**config.mk**
```make
export PLATFORM = sky130hd
export DESIGN_NAME = ups_axil_regs
export DESIGN_NICKNAME = d
export VERILOG_FILES = /design/src/rtl/ups_regs_pkg.sv /design/src/rtl/ups_axil_slave_if.sv /design/src/rtl/ups_axil_regs.sv
export SDC_FILE = /design/constraint.sdc
export NUM_CORES = 1
export LEC_CHECK = 0
export CAP_MARGIN = 20
export CORE_ASPECT_RATIO = 0.6
export CORE_MARGIN = 4
export CORE_UTILIZATION = 40
export CTS_BUF_LIST = sky130_fd_sc_hd__clkbuf_4 sky130_fd_sc_hd__clkbuf_8
export DETAILED_ROUTE_END_ITERATION = 8
export GPL_ROUTABILITY_DRIVEN = 0
export GPL_TIMING_DRIVEN = 0
export PLACE_DENSITY_LB_ADDON = 0.08
export SKIP_LAST_GASP = 1
export SYNTH_ARGS = -nofsm -noshare
export SYNTH_HDL_FRONTEND = slang
export SYNTH_SLANG_ARGS = --single-unit
```
**constraint.sdc**
```tcl
create_clock -name fclk -period 9.6 [get_ports fclk]
set_input_delay 0.96 -clock fclk [delete_from_list [all_inputs] [get_ports fclk]]
set_output_delay 0.96 -clock fclk [all_outputs]
set_load 0.02 [all_outputs]
```
**src/rtl/ups_regs_pkg.sv**
```systemverilog
// Shared constants, response codes and FSM state types for the UPS AXI4-Lite register block.
package ups_regs_pkg;

  localparam logic [31:0] ID_VALUE_DEFAULT = 32'h5550_5301;

  // Byte offsets within the 32-byte register window.
  localparam logic [4:0] OFF_ID       = 5'h00;
  localparam logic [4:0] OFF_CTRL     = 5'h04;
  localparam logic [4:0] OFF_STATUS   = 5'h08;
  localparam logic [4:0] OFF_IRQ_PEND = 5'h0C;
  localparam logic [4:0] OFF_IRQ_EN   = 5'h10;
  localparam logic [4:0] OFF_SCRATCH  = 5'h14;
  localparam logic [4:0] OFF_CYCLES   = 5'h18;
  localparam logic [4:0] OFF_INVALID  = 5'h1C;

  localparam logic [1:0] RESP_OKAY   = 2'b00;
  localparam logic [1:0] RESP_SLVERR = 2'b10;

  typedef enum logic {W_IDLE, W_RESP} w_state_t;
  typedef enum logic {R_IDLE, R_DATA} r_state_t;

  function automatic logic [1:0] resp_for(input logic [2:0] idx);
    return ({idx, 2'b00} == OFF_INVALID) ? RESP_SLVERR : RESP_OKAY;
  endfunction

  function automatic logic [31:0] strb_mask(input logic [3:0] strb);
    logic [31:0] m;
    for (int i = 0; i < 4; i++) m[8*i +: 8] = {8{strb[i]}};
    return m;
  endfunction

endpackage

```
**src/rtl/ups_axil_slave_if.sv**
```systemverilog
// AXI4-Lite slave front end: independent write/read channel FSMs plus AW/W holding registers.
// Handshake rule: a beat transfers on the rising edge where valid and ready are both high;
// valid, once raised, is held with stable payload until that edge.
import ups_regs_pkg::*;

module ups_axil_slave_if (
  input  logic        clk,
  input  logic        rst,
  input  logic [2:0]  aw_idx,
  input  logic        awvalid,
  output logic        awready,
  input  logic [31:0] wdata,
  input  logic [3:0]  wstrb,
  input  logic        wvalid,
  output logic        wready,
  output logic [1:0]  bresp,
  output logic        bvalid,
  input  logic        bready,
  input  logic [2:0]  ar_idx,
  input  logic        arvalid,
  output logic        arready,
  output logic [31:0] rdata,
  output logic [1:0]  rresp,
  output logic        rvalid,
  input  logic        rready,
  input  logic [31:0] rd_data,
  output logic        wr_en,
  output logic [2:0]  wr_idx,
  output logic [31:0] wr_data,
  output logic [3:0]  wr_strb,
  output w_state_t    w_state,
  output r_state_t    r_state
);

  w_state_t w_next;
  r_state_t r_next;
  logic     ready_en;
  logic     aw_held, w_held;
  logic     aw_take, w_take, ar_take;
  logic     both_got;

  // Keeps every ready low until the first edge after reset releases.
  always_ff @(posedge clk or posedge rst) begin
    if (rst) ready_en <= 1'b0;
    else     ready_en <= 1'b1;
  end

  assign awready  = ready_en && (w_state == W_IDLE) && !aw_held;
  assign wready   = ready_en && (w_state == W_IDLE) && !w_held;
  assign arready  = ready_en && (r_state == R_IDLE);
  assign aw_take  = awvalid && awready;
  assign w_take   = wvalid && wready;
  assign ar_take  = arvalid && arready;
  assign both_got = (aw_held || aw_take) && (w_held || w_take);
  assign bvalid   = (w_state == W_RESP);
  assign rvalid   = (r_state == R_DATA);

  always_ff @(posedge clk or posedge rst) begin
    if (rst) begin
      w_state <= W_IDLE;
      r_state <= R_IDLE;
    end else begin
      w_state <= w_next;
      r_state <= r_next;
    end
  end

  always_comb begin
    w_next = w_state;
    r_next = r_state;
    case (w_state)
      W_IDLE: if (both_got) w_next = W_RESP;
      W_RESP: if (bready)   w_next = W_IDLE;
      default: w_next = W_IDLE;
    endcase
    case (r_state)
      R_IDLE: if (ar_take) r_next = R_DATA;
      R_DATA: if (rready)  r_next = R_IDLE;
      default: r_next = R_IDLE;
    endcase
  end

  always_ff @(posedge clk or posedge rst) begin
    if (rst) begin
      aw_held <= 1'b0;
      w_held  <= 1'b0;
      wr_en   <= 1'b0;
      wr_idx  <= '0;
      wr_data <= '0;
      wr_strb <= '0;
      bresp   <= RESP_OKAY;
      rdata   <= '0;
      rresp   <= RESP_OKAY;
    end else begin
      // Commit pulse lands in the first W_RESP cycle, alongside bvalid.
      wr_en <= (w_state == W_IDLE) && both_got;
      if (aw_take) begin
        aw_held <= 1'b1;
        wr_idx  <= aw_idx;
        bresp   <= resp_for(aw_idx);
      end
      if (w_take) begin
        w_held  <= 1'b1;
        wr_data <= wdata;
        wr_strb <= wstrb;
      end
      if ((w_state == W_RESP) && bready) begin
        aw_held <= 1'b0;
        w_held  <= 1'b0;
      end
      if (ar_take) begin
        rdata <= rd_data;
        rresp <= resp_for(ar_idx);
      end
    end
  end

endmodule

```
**src/rtl/ups_axil_regs.sv**
```systemverilog
// UPS control/status register bank behind an AXI4-Lite slave, with event-driven interrupt.
import ups_regs_pkg::*;

module ups_axil_regs #(
  parameter logic [31:0] ID_VALUE = ID_VALUE_DEFAULT,
  parameter int          N_EVT    = 8
) (
  input  logic             fclk,
  input  logic             rst,
  input  logic [31:0]      ca4l_awaddr,
  input  logic [2:0]       ca4l_awprot,
  input  logic             ca4l_awvalid,
  output logic             ca4l_awready,
  input  logic [31:0]      ca4l_wdata,
  input  logic [3:0]       ca4l_wstrb,
  input  logic             ca4l_wvalid,
  output logic             ca4l_wready,
  output logic [1:0]       ca4l_bresp,
  output logic             ca4l_bvalid,
  input  logic             ca4l_bready,
  input  logic [31:0]      ca4l_araddr,
  input  logic [2:0]       ca4l_arprot,
  input  logic             ca4l_arvalid,
  output logic             ca4l_arready,
  output logic [31:0]      ca4l_rdata,
  output logic [1:0]       ca4l_rresp,
  output logic             ca4l_rvalid,
  input  logic             ca4l_rready,
  output logic [31:0]      ctrl_out,
  input  logic [31:0]      status_in,
  input  logic [N_EVT-1:0] event_in,
  output logic             irq
);

  logic [31:0]      ctrl, scratch, status_q, cycles;
  logic [N_EVT-1:0] irq_pend, irq_en, pend_clr;
  logic [31:0]      rd_data, mask, clr_word, pend_ext, en_ext;
  logic             wr_en;
  logic [2:0]       wr_idx;
  logic [31:0]      wr_data;
  logic [3:0]       wr_strb;
  w_state_t         w_state;
  r_state_t         r_state;
  logic             unused_bits;

  assign unused_bits = ^{ca4l_awaddr[31:5], ca4l_awaddr[1:0], ca4l_araddr[31:5],
                         ca4l_araddr[1:0], ca4l_awprot, ca4l_arprot,
                         w_state == W_RESP, r_state == R_DATA};

  ups_axil_slave_if u_if (
    .clk     (fclk),
    .rst     (rst),
    .aw_idx  (ca4l_awaddr[4:2]),
    .awvalid (ca4l_awvalid),
    .awready (ca4l_awready),
    .wdata   (ca4l_wdata),
    .wstrb   (ca4l_wstrb),
    .wvalid  (ca4l_wvalid),
    .wready  (ca4l_wready),
    .bresp   (ca4l_bresp),
    .bvalid  (ca4l_bvalid),
    .bready  (ca4l_bready),
    .ar_idx  (ca4l_araddr[4:2]),
    .arvalid (ca4l_arvalid),
    .arready (ca4l_arready),
    .rdata   (ca4l_rdata),
    .rresp   (ca4l_rresp),
    .rvalid  (ca4l_rvalid),
    .rready  (ca4l_rready),
    .rd_data (rd_data),
    .wr_en   (wr_en),
    .wr_idx  (wr_idx),
    .wr_data (wr_data),
    .wr_strb (wr_strb),
    .w_state (w_state),
    .r_state (r_state)
  );

  assign ctrl_out = ctrl;
  assign mask     = strb_mask(wr_strb);
  assign clr_word = wr_data & mask;

  always_comb begin
    pend_ext = '0;
    en_ext   = '0;
    pend_ext[N_EVT-1:0] = irq_pend;
    en_ext[N_EVT-1:0]   = irq_en;
    pend_clr = '0;
    if (wr_en && ({wr_idx, 2'b00} == OFF_IRQ_PEND)) pend_clr = clr_word[N_EVT-1:0];
  end

  always_comb begin
    rd_data = '0;
    case ({ca4l_araddr[4:2], 2'b00})
      OFF_ID:       rd_data = ID_VALUE;
      OFF_CTRL:     rd_data = ctrl;
      OFF_STATUS:   rd_data = status_q;
      OFF_IRQ_PEND: rd_data = pend_ext;
      OFF_IRQ_EN:   rd_data = en_ext;
      OFF_SCRATCH:  rd_data = scratch;
      OFF_CYCLES:   rd_data = cycles;
      default:      rd_data = '0;
    endcase
  end

  always_ff @(posedge fclk or posedge rst) begin
    if (rst) begin
      ctrl     <= '0;
      scratch  <= '0;
      status_q <= '0;
      cycles   <= '0;
      irq_pend <= '0;
      irq_en   <= '0;
      irq      <= 1'b0;
    end else begin
      status_q <= status_in;
      cycles   <= cycles + 32'd1;
      // A new event wins over a same-cycle W1C clear.
      irq_pend <= (irq_pend & ~pend_clr) | event_in;
      irq      <= |(irq_pend & irq_en);
      if (wr_en) begin
        case ({wr_idx, 2'b00})
          OFF_CTRL:    ctrl    <= (ctrl & ~mask) | (wr_data & mask);
          OFF_IRQ_EN:  irq_en  <= (irq_en & ~mask[N_EVT-1:0]) | (wr_data[N_EVT-1:0] & mask[N_EVT-1:0]);
          OFF_SCRATCH: scratch <= (scratch & ~mask) | (wr_data & mask);
          default: ;
        endcase
      end
    end
  end

endmodule

```
==> results.py <==
metrics = {
    "setup_path": {
        "worstSetupStartpointType": "register",
        "crit_path_max_incr_delay_ps": 660,
        "rr_startpoint": "u_if.ready_en",
        "crit_arrival_ps": 2000,
        "cp-end-kind": "output port",
        "critPathKind": "register to output port",
        "critPathBufInv": 1,
        "ff2ff_path_depth": 4,
        "startpoint": "u_if.ready_en",
        "required_ps": 8640,
        "cp_max_fo": 4,
        "critPathTopFamily": "buffers and inverters",
        "reg2reg_to": "u_if.rdata[6]",
        "cp_slowest_cell": "clkdlybuf4s50_1",
        "r2r_slack_ps": 7500,
        "crit_chain": "nor3b_1 > clkdlybuf4s50_1",
    },
    "routing": {
        "met1_length_um": 13700,
        "wl_per_cell_um": 21.6,
        "drt_wl_total_um": 27100,
        "dr_wl_met3_um": 1650,
        "num_vias": 6583,
        "drc": 0,
        "wl_met2_um": 11400,
        "routed_via_density": 5.25,
        "drt_iter0_drc": 469,
        "firstDrtPassIters": 4,
        "antenna_left": 0,
        "top_layer_used": "met5",
    },
    "die": {
        "core_area_sq_um": 23000,
        "start_util_pct": 40.6,
        "dieArea_sq_um": 26000,
        "die_w_um": 205,
        "ios": 227,
        "rows": 43,
        "die_y_um": 126,
    },
    "finish": {
        "drive_gt1_share_pct": 22.6,
        "layout_common_cells": "dfrtp_1, clkdlybuf4s50_1, mux2_2",
        "final_common_cell": "dfrtp_1",
        "area_growth_pct": 29.2,
        "final_nets": 1073,
    },
    "timing": {
        "fin_tns_setup_ps": 0,
        "hold_violations": 0,
        "timing.final.ws_setup_ps": 6640,
        "period_share_pct": 30.8,
        "relSlewSlack_pct": 35.0,
        "fmax_mhz": 338,
        "fin_skew_ps": 7.69,
        "worstMarginPinSlew_ps": 975,
        "min_period_ps": 2960,
        "rsz0062_at_grt": "no",
        "drv_slew": 0,
        "setup_violations": 0,
    },
    "grt": {
        "grt_pass1_wl_um": 41100,
        "grt_usage_pct": 21.0,
        "grt_max_degree": 136,
        "grt_pass1_vias": 6844,
        "grt_overflow_total": 0,
        "antenna_found_initial": 2,
    },
    "worst_hold_path": {
        "min_to": "u_if.rdata[28]",
        "hp-start": "u_if.rdata[28]",
        "worstHoldPathType": "register to register",
        "holdPathStages": 2,
    },
    "yosys": {
        "synth_enable_flop_cells": 0,
        "yosysTopAreaCell": "dfrtp_1",
        "synth.distinct_cells": 43,
        "yosys_warnings": 0,
        "synth_cells": 718,
        "syn_area_sq_um": 9350,
        "postSynthRegisterBits": 224,
        "synth_area_leaders": "dfrtp_1, mux2_2, nand2_1, xnor2_1, a21oi_1",
        "synth_top_area_share_pct": 59.9,
        "synthArstFlopShare_pct": 100,
        "avgSynthCellArea_sq_um": 13.0,
        "ys_seq_area_share_pct": 59.9,
        "synth-main-ff-cell": "dfrtp_1",
    },
    "clock_network": {
        "htreeDepth": 2,
        "cts_buffers": 36,
        "cts_root_buffer": "clkbuf_8",
        "clkSinkCount": 224,
        "hold_buffers": 0,
        "cts.clk_slew.worst_paths_ps": 60,
        "cts_setup_buffers": 0,
        "cts_tree": "built",
        "clock_latency_ps": 520,
        "cts_resized": 0,
        "cts_buffer_depth": 3,
    },
    "power": {
        "power_leakage_nw": 5.29,
        "p_per_area_nw_per_um2": 249,
        "power_mw": 3.01,
        "peakVddDrop_uv": 121,
    },
    "place": {
        "hpwl_um": 20100,
        "portBuffers": 160,
        "pre_cts_ws_ps": 6310,
    },
    "run": {
        "maxCapViolCount": 0,
    },
    "outcome": {
        "outcome": "finished clean",
    },
}
==> per-stage QoR <==
step           cells  hold slack (ps)  cell area, sq um  utilization (%)
2_1_floorplan    719              440              9350                -
3_3_place_gp    1194              458             11300             49.3
3_5_place_dp    1196              472             11400             49.5
4_1_cts         1253              484             12100             52.5
5_1_grt         1254              502             12100             52.5
6_report        1254              478             12100             52.5
==> tightest hold or removal path: stages (launching register included) <==
cell,delay [ps]
dfrtp_1,340
nand2_1,40
o21ai_0,60
==> layer usage <==
layer,vias up,global-route usage (%)
met5,-,0
met4,2,4.68
met3,44,5.42
met2,206,29.1
met1,3340,33.1
li1,2991,-
==> cells by family after synthesis <==
logic type / share of synthesized area (%)
buffers and inverters: 2.02
other: 0.0803
and+or+nand+nor: 8.36
muxes: 17.2
adders and majority gates: 0.134
DFF: 59.9
xor gates and xnor gates: 2.81
AOI/OAI and AO/OA: 9.42
==> area by class of cell <==
type / instances / area, sq um
diodes: 1 / 2.50
well taps: 315 / 394
plain buffers: 29 / 151
flip-flops and latches: 224 / 5610
clock buffers: 54 / 674
clock inverters: 3 / 15.0
multi-input cells: 456 / 3560
fillers: 2032 / 10900
inverters: 10 / 45.0
repair buffers: 162 / 1630
==> cell usage after synthesis, drive strengths merged (4+ instances only) <==
cell / n
clkbuf: 10
xnor2: 19
and4: 6
nand3: 12
buf: 19
a21oi: 31
nor3: 10
nor2: 16
nand2: 58
a22oi: 11
mux2: 135
mux2i: 9
inv: 10
nor2b: 17
a221oi: 16
a21o: 10
o22a: 10
o21ai: 30
xor2: 11
a22o: 15
dfrtp: 224
nor3b: 5
and2: 4
nand4: 10
==> power breakdown <==
group | internal, mW | switching, mW
logic | 0.431 | 0.361
registers | 1.19 | 0.215
clock network | 0.444 | 0.363
total | 2.07 | 0.939
==> worst max path at each step <==
stage                                            end  slack, ps  depth (start not counted)
after floorplan           asynchronous set/reset pin       2510                          1
after global placement              u_if.wr_data[16]       -110                          2
after detailed placement              u_if.rdata[16]       6310                          8
after CTS                               ca4l_awready       6610                          2
after global routing                    ca4l_awready       6480                          2
final                                   ca4l_awready       6640                          2
Power figures use the tool's default switching activity.
